--- src/rtl/otp_block_sequencer.sv ---
// otp_block_sequencer: XORs one SD block of received nibbles with pad nibbles
// into the send RAM, owning both RAM address buses during a pass.
//   istart/iabort          : pass control from the SD controller
//   ootp_req/iotp_valid/
//   iotp/ootp_ack          : pad generator stream
//   oraddr/irdata          : received-data RAM read port (1-cycle latency)
//   owaddr/owdata/owe      : send RAM write port
//   obusy/odone/ofail      : status; odone/ofail are 1-cycle pulses
module otp_block_sequencer #(
   parameter int AW      = 10,
   parameter int NIBBLES = 1024,
   parameter int TIMEOUT = 4095
) (
   input  logic          iclk,
   input  logic          irst,
   input  logic          istart,
   input  logic          iabort,
   output logic          ootp_req,
   input  logic          iotp_valid,
   input  logic [3:0]    iotp,
   output logic          ootp_ack,
   output logic [AW-1:0] oraddr,
   input  logic [3:0]    irdata,
   output logic [AW-1:0] owaddr,
   output logic [3:0]    owdata,
   output logic          owe,
   output logic          obusy,
   output logic          odone,
   output logic          ofail
);

   localparam int TW = $clog2(TIMEOUT + 1);
   localparam logic [AW-1:0] LAST = AW'(NIBBLES - 1);
   localparam logic [TW-1:0] TO_LAST = TW'(TIMEOUT - 1);

   typedef enum logic [1:0] {
      IDLE,
      PROC,
      DRAIN,
      DONE
   } state_t;

   state_t        state_q, state_d;
   logic [AW-1:0] cnt_q, cnt_d;
   logic [TW-1:0] to_q, to_d;
   logic          s1_v_q, s1_v_d;
   logic [AW-1:0] s1_addr_q, s1_addr_d;
   logic [3:0]    s1_otp_q, s1_otp_d;
   logic          abort;

   always_comb begin
      state_d   = state_q;
      cnt_d     = cnt_q;
      to_d      = to_q;
      s1_v_d    = 1'b0;
      s1_addr_d = s1_addr_q;
      s1_otp_d  = s1_otp_q;
      ootp_req  = 1'b0;
      ootp_ack  = 1'b0;
      oraddr    = '0;
      odone     = 1'b0;
      ofail     = 1'b0;
      abort     = iabort && (state_q != IDLE);

      // Stage-1 write lands the cycle after its ack; an abort drops it.
      owe    = s1_v_q && !abort;
      owaddr = owe ? s1_addr_q : '0;
      owdata = owe ? (irdata ^ s1_otp_q) : '0;
      obusy  = (state_q != IDLE);

      unique case (state_q)
         IDLE: begin
            if (istart && !iabort) begin
               state_d = PROC;
               cnt_d   = '0;
               to_d    = '0;
            end
         end
         PROC: begin
            ootp_req = 1'b1;
            oraddr   = cnt_q;
            if (abort) begin
               state_d = IDLE;
            end else if (iotp_valid) begin
               ootp_ack  = 1'b1;
               s1_v_d    = 1'b1;
               s1_addr_d = cnt_q;
               s1_otp_d  = iotp;
               cnt_d     = cnt_q + AW'(1);
               to_d      = '0;
               if (cnt_q == LAST) state_d = DRAIN;
            end else if (to_q == TO_LAST) begin
               ofail   = 1'b1;
               state_d = IDLE;
               to_d    = '0;
            end else begin
               to_d = to_q + TW'(1);
            end
         end
         DRAIN: begin
            state_d = abort ? IDLE : DONE;
         end
         DONE: begin
            odone   = !abort;
            state_d = IDLE;
         end
         default: state_d = IDLE;
      endcase
   end

   always_ff @(posedge iclk or negedge irst) begin
      if (!irst) begin
         state_q   <= IDLE;
         cnt_q     <= '0;
         to_q      <= '0;
         s1_v_q    <= 1'b0;
         s1_addr_q <= '0;
         s1_otp_q  <= '0;
      end else begin
         state_q   <= state_d;
         cnt_q     <= cnt_d;
         to_q      <= to_d;
         s1_v_q    <= s1_v_d;
         s1_addr_q <= s1_addr_d;
         s1_otp_q  <= s1_otp_d;
      end
   end

endmodule
--- config.mk ---
export PLATFORM = sky130hd
export DESIGN_NAME = otp_block_sequencer
export DESIGN_NICKNAME = d
export VERILOG_FILES = /design/src/rtl/otp_block_sequencer.sv
export SDC_FILE = /design/constraint.sdc
export NUM_CORES = 1
export LEC_CHECK = 0
export ABC_CLOCK_PERIOD_IN_PS = 2800
export BUFFER_PORTS_ARGS = -buffer_cell sky130_fd_sc_hd__clkbuf_2
export CAP_MARGIN = 20
export CORE_MARGIN = 2
export CORE_UTILIZATION = 54
export DETAILED_ROUTE_END_ITERATION = 10
export GPL_TIMING_DRIVEN = 0
export MAX_ROUTING_LAYER = met4
export PLACE_DENSITY_LB_ADDON = 0.1
export SYNTH_ARGS = -nofsm -noshare
export SYNTH_HDL_FRONTEND = slang
export SYNTH_SLANG_ARGS = --single-unit
--- constraint.sdc ---
create_clock -name iclk -period 2.8 [get_ports iclk]
set_input_delay 0.14 -clock iclk [delete_from_list [all_inputs] [get_ports iclk]]
set_output_delay 0.14 -clock iclk [all_outputs]
set_load 0.02 [all_outputs]
==> run_results.csv, run 1 <==
group,metric,value,unit
synthesis,synth_top_area_cell,"dfrtp_1",
timing,fin_crit_sh,84.21,%
clock_network,path_clk_slew,70,ps
drt,drc_errors,0,
power_and_ir_drop,total_power,1783,uW
clock_network,cts_inserted_buffers,5,
critical_path,path_class,"flip-flop to primary output",
drt,vias_per_cell,5.549,
drt,drt-initial-drc-count,145,
clock_network,cts_setup_buffers,0,
place,place.port_buffers,41,
synthesis,synth_top_cells_by_area,"dfrtp_1, mux2_2, xnor2_1",
critical_path,worst_r2r_path_depth,5,
die,die_w,65.91,um
timing,grt_setup_unrepaired,"no",
clock_network,cts_buffer_depth,2,
timing,hold_viol_final,0,
synthesis,yosysTopAreaCellShare,47.16,%
die,start_util,56.53,%
clock_network,ctsResizeCount,0,
timing,worst-slew-pin-transition,981.4,ps
clock_network,cts_tree,"built",
critical_path,critPathLaunchType,"flip-flop",
timing,fin_crit,2358,ps
synthesis,synth.net_count,224,
min_path,hold_class,"input pin to asynchronous set/reset pin",
timing,tns,0,ps
timing,final.setup.worst_slack,442.0,ps
synthesis,syn_area,2069,um2
synthesis,synth_edf_count,0,
timing,skew,4.874,ps
clock_network,cts_hold_buf,0,
power_and_ir_drop,power_density,736.1,nW/um2
final_layout,antennaDiodeCount,0,
job,cap_violations,0,
die,design.die.area,4343,um2
timing,fmax,424.1,MHz
clock_network,htree_levels,2,
timing,slew_violations,0,
grt,grt_usage,22.37,%
die,io_pins,43,
place,gp_congestion,0.8684,
clock_network,cts.sinks,39,
synthesis,synth.most_common_cell,"dfrtp_1",
timing,maxSlewHeadroom,34.57,%
grt,grt_pass1_wl,7107,um
place,pre_cts_ws,646.3,ps
synthesis,synth.distinct_cells,35,
drt,drt-wirelength-per-cell,14.12,um
power_and_ir_drop,power_leakage,0.001151,uW
synthesis,synth_commonest_cells,"dfrtp_1, nor2_1, mux2_2, nand2_1, xnor2_1",
die,core,3661,um2
die,fp.dieH,65.91,um
status,status,"completed",
final_layout,drive_gt1_share,27.34,%
synthesis,avgSynthCellArea,9.949,um2
drt,drt_pass1_iterations,4,
place,dp_hpwl,3087,um
power_and_ir_drop,ir_worst_vdd,0.4107,mV
grt,grt.overflow.total,0,
critical_path,cp-end-kind,"primary output",
final_layout,nNetsFinal,272,
synthesis,syn_inst,208,
synthesis,yosys_warnings,0,
clock_network,root_buffer,"clkbuf_8",
grt,antenna_found_initial,0,
synthesis,synthArstFlopShare,100.0,%
final_layout,syn2layout_area_growth,17.05,%
synthesis,ys.flop_type,"dfrtp_1",
critical_path,cp.required,2660,ps
synthesis,synth_seq_area_share,47.16,%
grt,grt_start_max_net_pins,40,
clock_network,worstSkewPairLatency,290,ps
critical_path,critPathMaxFanout,11,
critical_path,cp_data_arrival_time,2220,ps
die,rows,22,
drt,drt-total-wl,4292,um
drt,vias,1687,
drt,antenna_left,0,
grt,grt_pass1_vias,1546,
timing,setup_viol,0,
synthesis,synth_seq_cells,39,
## report_power, final
part | total (uW) | internal [uW] | switching, uW
Clock | 383 | 193 | 189
Sequential | 806 | 689 | 117
Combinational | 595 | 257 | 337
## through the flow
| step | hold slack, ps | std cells | util (%) | cell area (um2) |
|---|---|---|---|---|
| 3_3_place_gp | 342.6 | 297 | 63.77 | 2335 |
| 6_report | 0.3946 | 304 | 66.17 | 2422 |
| 3_5_place_dp | 336.4 | 297 | 63.77 | 2335 |
| 4_1_cts | 24.20 | 304 | 66.17 | 2422 |
| 2_1_floorplan | -155.6 | 208 | - | 2069 |
| 5_1_grt | 49.86 | 304 | 66.17 | 2422 |
## cell families after synthesis
group	after synthesis	synth area share, %
compound gates	24	6.771
xor+xnor	15	6.348
fa+ha+maj	3	1.814
buf+inv	14	3.386
flops	39	47.16
mux	17	9.190
simple gates	96	25.33
## layer usage
layer | track usage, % | part of all wire (%) | wire [um] | vias to the layer above
met3 | 3.578 | 3.0 | 128 | 7
met4 | 9.375 | 1.6 | 70 | 0
met1 | 28.43 | 46 | 1977 | 823
li1 | - | - | - | 829
met2 | 35.73 | 49 | 2115 | 28
met5 | - | 0 | 0 | -
## layout make-up
cell class | instances | area, um2
timing repair buffer | 41 | 205.2
clock buffer | 6 | 82.58
fill | 319 | 1239
clock inverter | 1 | 5.005
multi-input combinational | 155 | 1023
sequential | 39 | 975.9
inverter | 5 | 18.77
buffer | 9 | 51.30
tap | 48 | 60.06
## critical path, cell delays in order (launching register included)
cell and delay (ps):
dfrtp_1 380, clkbuf_1 330, and4bb_2 270, clkbuf_1 380, buf_2 350, clkbuf_2 220
## registers in the layout (all words and copies together) (netlist names)
register / flops
cnt_q: 10
s1_addr_q: 10
s1_otp_q: 4
s1_v_q: 1
state_q: 2
to_q: 12
## cell usage in the layout (no fill, tap or decap), types with 6 or more instances in the layout
| cell type | synthesis | final |
|---|---|---|
| nand3_1 | 9 | 9 |
| nand2_1 | 13 | 13 |
| mux2_2 | 16 | 16 |
| or3_1 | 7 | 7 |
| and2_1 | 10 | 10 |
| dfrtp_1 | 39 | 39 |
| a21oi_1 | 9 | 9 |
| clkbuf_2 | 0 | 41 |
| xnor2_1 | 13 | 13 |
| and3_1 | 10 | 10 |
| clkbuf_8 | 0 | 6 |
| nor2_1 | 20 | 20 |
| o21ai_0 | 7 | 7 |
## path summary, 6_finish.rpt
kind                                   start            to  slack, ps
worst max-delay path              state_q[0]      ootp_ack        440
worst min register to register  s1_addr_q[9]  s1_addr_q[9]        500
worst min-delay path                    irst      cnt_q[7]        0.4
worst max register to register    state_q[0]  s1_addr_q[5]        610
max in group asynchronous               irst  s1_addr_q[1]       2200
min in group iclk                     iabort    state_q[1]         40
No activity file was read; power rests on OpenSTA's default activity.
==> run 2: changes to the inputs <==
--- a/config.mk
+++ b/config.mk
@@ -5,7 +5,7 @@
 export SDC_FILE = /design/constraint.sdc
 export NUM_CORES = 1
 export LEC_CHECK = 0
-export ABC_CLOCK_PERIOD_IN_PS = 2800
+export ABC_CLOCK_PERIOD_IN_PS = 2200
 export BUFFER_PORTS_ARGS = -buffer_cell sky130_fd_sc_hd__clkbuf_2
 export CAP_MARGIN = 20
 export CORE_MARGIN = 2
==> constraint.sdc (replaced) <==
create_clock -name iclk -period 2.2 [get_ports iclk]
set_input_delay 0.11 -clock iclk [delete_from_list [all_inputs] [get_ports iclk]]
set_output_delay 0.11 -clock iclk [all_outputs]
set_load 0.02 [all_outputs]
==> run_results.csv, run 2 (synthesis results as in run 1) <==
group,metric,value,unit
clock_network,path_clk_slew,70,ps
drt,vias,1660,
grt,antenna_found_initial,0,
drt,drt-total-wl,4256,um
place,place.port_buffers,41,
critical_path,critPathLaunchType,"flip-flop",
grt,grt_pass1_vias,1543,
critical_path,cp_data_arrival_time,2320,ps
drt,wl_met3,113,um
critical_path,crit_chain,"or2_1 > buf_6 > or4b_1 > buf_2 > or4_1 > a21oi_1",
critical_path,path_delay_family,"simple AND/OR/NAND/NOR gates",
place,dp_hpwl,3087,um
timing,worst-slew-pin-transition,976.1,ps
die,core,3661,um2
timing,grt_setup_unrepaired,"yes",
place,dp_cells,297,
grt,grt_pass1_wl,7093,um
grt,grt.overflow.total,0,
final_layout,multi_input_area,1027,um2
grt,grt_usage,22.33,%
critical_path,cpPeakStageDelay,460,ps
final_layout,nNetsFinal,272,
drt,drc_errors,0,
final_layout,mostFrequentLayoutCells,"clkbuf_2, dfrtp_1, nor2_1",
final_layout,fillers,322,
clock_network,root_buffer,"clkbuf_8",
timing,maxSlewHeadroom,34.93,%
clock_network,htree_levels,2,
timing,fmax,473.4,MHz
final_layout,final_common_cell,"clkbuf_2",
power_and_ir_drop,power_leakage,0.001162,uW
power_and_ir_drop,total_power,2278,uW
clock_network,cts_buffer_depth,2,
critical_path,crit_slowest_cell,"dfrtp_2",
grt,grt_start_max_net_pins,40,
drt,vias_per_cell,5.461,
final_layout,largestRegisters,"to_q x12, cnt_q x10, s1_addr_q x10",
clock_network,cts_setup_buffers,0,
timing,final.setup.worst_slack,87.49,ps
drt,drt_pass1_iterations,5,
timing,hold_viol_final,0,
die,io_pins,43,
die,start_util,56.53,%
final_layout,drive_gt1_share,28.91,%
place,pre_cts_ws,46.32,ps
critical_path,path_class,"flip-flop to flip-flop",
drt,drt-initial-drc-count,140,
job,cap_violations,0,
final_layout,antennaDiodeCount,0,
clock_network,cts_tree,"built",
clock_network,worstSkewPairLatency,280,ps
die,design.die.area,4343,um2
critical_path,critPathMaxFanout,10,
drt,met2_wirelength,2131,um
final_layout,final_util,66.58,%
final_layout,syn2layout_area_growth,17.78,%
drt,highest_layer,"met4",
power_and_ir_drop,ir_worst_vdd,0.5275,mV
timing,fin_crit_sh,96.02,%
critical_path,cp-end-kind,"flip-flop",
timing,setup_viol,0,
final_layout,final-seq-area,977.2,um2
final_layout,largest-register,"to_q",
timing,slew_violations,0,
drt,antenna_left,0,
clock_network,cts.sinks,39,
drt,drt-wirelength-per-cell,14.00,um
die,rows,22,
die,die_w,65.91,um
timing,skew,4.412,ps
clock_network,cts_inserted_buffers,5,
critical_path,cp.required,2410,ps
status,status,"completed",
final_layout,final_cells,304,
die,fp.dieH,65.91,um
timing,fin_crit,2113,ps
final_layout,largest_reg_flops,12,
timing,hold_ws,10.19,ps
drt,met1_length,1961,um
power_and_ir_drop,power_density,934.6,nW/um2
min_path,hold_class,"input pin to flip-flop",
place,gp_congestion,0.8684,
critical_path,critPathBufInv,2,
==> run 2: final timing paths <==
kind,from,end,slack (ps),depth (start not counted)
min reg2reg,s1_addr_q[9],s1_addr_q[9],500,1
min,iabort,state_q[1],10,2
max in group asynchronous,irst,state_q[1],1040,2
max,state_q[1],to_q[10],90,6
min in group asynchronous,irst,cnt_q[7],510,2
max reg2reg,state_q[1],to_q[10],90,6
==> run 2: cell type report <==
cell class	count	area share (%)
sequential	39	40.09
timing repair buffer	42	8.830
multi-input combinational	155	42.15
clock buffer	6	3.388
inverter	5	0.7700
tap	48	2.464
buffer	8	2.105
clock inverter	1	0.2053
==> run 2: stage by stage <==
step | setup TNS (ps) | instance area [um2]
final | 0 | 2437
after global routing | -31.82 | 2437
after CTS | 0 | 2429
after detailed placement | 0 | 2335
after global placement | 0 | 2335
after floorplan | 0 | 2069
==> run 2: power breakdown <==
part           switching, uW  total, uW  internal, uW
Sequential               149       1030           878
Clock                    238        484           246
Combinational            429        767           337
Total                    817       2280          1460
==> run 2: layer usage <==
layer,GRT usage [%],up-vias
li1,-,826
met1,28.32,802
met2,35.73,27
met3,3.578,5
met4,9.375,0
met5,-,-
==> run 2: repair_timing <==
action | 4_1_cts | 5_1_grt
setup endpoints to repair | 1 | 26
resized for setup | 0 | 8
gates cloned | 0 | 0
hold buffers | 1 | 0
endpoints found under the hold margin | 39 | 0
==> run 3: changes to the inputs <==
--- a/config.mk
+++ b/config.mk
@@ -5,11 +5,12 @@
 export SDC_FILE = /design/constraint.sdc
 export NUM_CORES = 1
 export LEC_CHECK = 0
+export ABC_AREA = 1
 export ABC_CLOCK_PERIOD_IN_PS = 2200
 export BUFFER_PORTS_ARGS = -buffer_cell sky130_fd_sc_hd__clkbuf_2
 export CAP_MARGIN = 20
 export CORE_MARGIN = 2
-export CORE_UTILIZATION = 54
+export CORE_UTILIZATION = 55
 export DETAILED_ROUTE_END_ITERATION = 10
 export GPL_TIMING_DRIVEN = 0
 export MAX_ROUTING_LAYER = met4
==> run_results.csv, run 3 <==
group,metric,value,unit
timing,tns,0,ps
synthesis,synth_seq_area_share,44.47,%
clock_network,cts_buffer_depth,2,
drt,vias,1981,
final_layout,final_cells,394,
critical_path,cp-end-kind,"primary output",
die,die_w,67.17,um
clock_network,path_clk_slew,70,ps
min_path,hold_class,"input pin to flip-flop",
final_layout,multi_input_area,1028,um2
clock_network,worstSkewPairLatency,290,ps
final_layout,antennaDiodeCount,0,
timing,fin_crit_sh,79.24,%
synthesis,avgSynthCellArea,7.465,um2
critical_path,path_class,"flip-flop to primary output",
synthesis,synth_seq_cells,39,
place,dp_cells,384,
critical_path,critPathLaunchType,"flip-flop",
drt,vias_per_cell,5.028,
clock_network,cts_tree,"built",
synthesis,synth_top_area_cell,"dfrtp_1",
synthesis,synth_commonest_cells,"nand2_1, nor2_1, dfrtp_1, inv_1, nand3_1",
timing,skew,1.518,ps
clock_network,cts_inserted_buffers,5,
synthesis,ys.flop_type,"dfrtp_1",
synthesis,synthArstFlopShare,100.0,%
synthesis,synth.distinct_cells,26,
power_and_ir_drop,power_density,825.8,nW/um2
timing,maxSlewHeadroom,62.17,%
final_layout,fillers,347,
drt,drt_pass1_iterations,5,
final_layout,nNetsFinal,361,
final_layout,largest-register,"to_q",
synthesis,synth_top_cells_by_area,"dfrtp_1, nand2_1, nor2_1",
grt,grt.overflow.total,0,
place,pre_cts_ws,752.2,ps
drt,drt-wirelength-per-cell,11.84,um
synthesis,synth_edf_count,0,
place,dp_hpwl,3448,um
synthesis,syn_inst,294,
die,start_util,58.62,%
grt,grt_start_max_net_pins,40,
synthesis,yosys_warnings,0,
timing,fin_crit,1743,ps
critical_path,cp.required,2090,ps
job,cap_violations,0,
status,status,"completed",
die,core,3744,um2
die,fp.dieH,67.17,um
synthesis,synth.most_common_cell,"nand2_1",
final_layout,drive_gt1_share,20.52,%
synthesis,synth.net_count,310,
drt,drt-total-wl,4666,um
drt,drc_errors,0,
timing,grt_setup_unrepaired,"no",
critical_path,cp_data_arrival_time,1630,ps
power_and_ir_drop,power_leakage,0.001271,uW
timing,slew_violations,0,
final_layout,mostFrequentLayoutCells,"nand2_1, nor2_1, clkbuf_2",
timing,worst-slew-pin-transition,567.5,ps
place,gp_congestion,0.8861,
clock_network,htree_levels,2,
final_layout,syn2layout_area_growth,17.73,%
clock_network,cts_setup_buffers,0,
final_layout,largest_reg_flops,12,
timing,fmax,573.6,MHz
final_layout,largestRegisters,"to_q x12, cnt_q x10, s1_addr_q x10",
drt,antenna_left,0,
power_and_ir_drop,total_power,2134,uW
drt,drt-initial-drc-count,117,
power_and_ir_drop,ir_worst_vdd,0.7117,mV
place,place.port_buffers,42,
grt,grt_pass1_wl,7721,um
clock_network,root_buffer,"clkbuf_8",
synthesis,syn_area,2195,um2
grt,grt_usage,23.83,%
die,rows,22,
clock_network,cts.sinks,39,
synthesis,yosysTopAreaCellShare,44.47,%
die,design.die.area,4511,um2
final_layout,final-seq-area,975.9,um2
timing,setup_viol,0,
die,io_pins,43,
grt,antenna_found_initial,0,
critical_path,critPathMaxFanout,10,
timing,hold_viol_final,0,
grt,grt_pass1_vias,1730,
timing,final.setup.worst_slack,456.7,ps
final_layout,final_common_cell,"nand2_1",
run 3: power by group:
group / internal, uW / switching [uW] / leakage (uW)
registers: 836 / 94.4 / 0.000532
clock network: 222 / 244 / 0.0000422
logic: 246 / 491 / 0.000697
run 3: repair_timing:
item	CTS	global route
hold endpoints to repair	39	0
gates resized for setup	0	0
hold buffers	1	0
run 3: cells by family after synthesis:
family	after synthesis	synth area share, %
AND/OR/NAND/NOR	170	34.55
buffers and inverters	44	8.666
flip-flops	39	44.47
AO/OA/AOI/OAI	30	7.411
XOR/XNOR	8	3.192
adder cells (fa/ha/maj)	3	1.711
run 3: worst max-delay path, stage by stage (launching register included):
cell	delay, ps
dfrtp_1	470
nor2_1	110
o21ai_2	280
buf_2	270
nor2_1	60
clkbuf_2	150
run 3: through the flow:
step                hold slack, ps  area, um2  utilization [%]
CTS                          12.33       2556            68.28
finish                       19.67       2584            69.02
global placement             311.5       2465            65.84
global route                 26.45       2584            69.02
detailed placement           309.2       2465            65.84
floorplan                   -185.6       2195                -
run 3: worst paths after layout:
kind	from	endpoint	cells past startpoint	slack (ps)
min	iotp[1]	s1_otp_q[1]	3	20
max	state_q[1]	owdata[0]	5	460
min in group asynchronous	irst	s1_addr_q[1]	2	340
min reg2reg	s1_otp_q[1]	s1_otp_q[1]	2	500
max in group asynchronous	irst	to_q[11]	3	1370
max reg2reg	cnt_q[1]	state_q[0]	8	720
run 3: per-layer routing:
layer | track usage (%) | vias up | routed length, um
met5 | - | - | 0
met4 | 7.653 | 0 | 54
met3 | 6.000 | 5 | 203
met2 | 37.00 | 43 | 2171
met1 | 30.77 | 909 | 2237
li1 | - | 1024 | -
run 3: final cells by class:
| type | count | share of cell area (%) |
|---|---|---|
| multi-input cells | 211 | 39.81 |
| flip-flops and latches | 39 | 37.77 |
| repair buffers | 44 | 9.588 |
| inverters | 38 | 5.521 |
| clock buffers | 7 | 2.954 |
| well taps | 48 | 2.324 |
| plain buffers | 6 | 1.840 |
| clock inverters | 1 | 0.1937 |
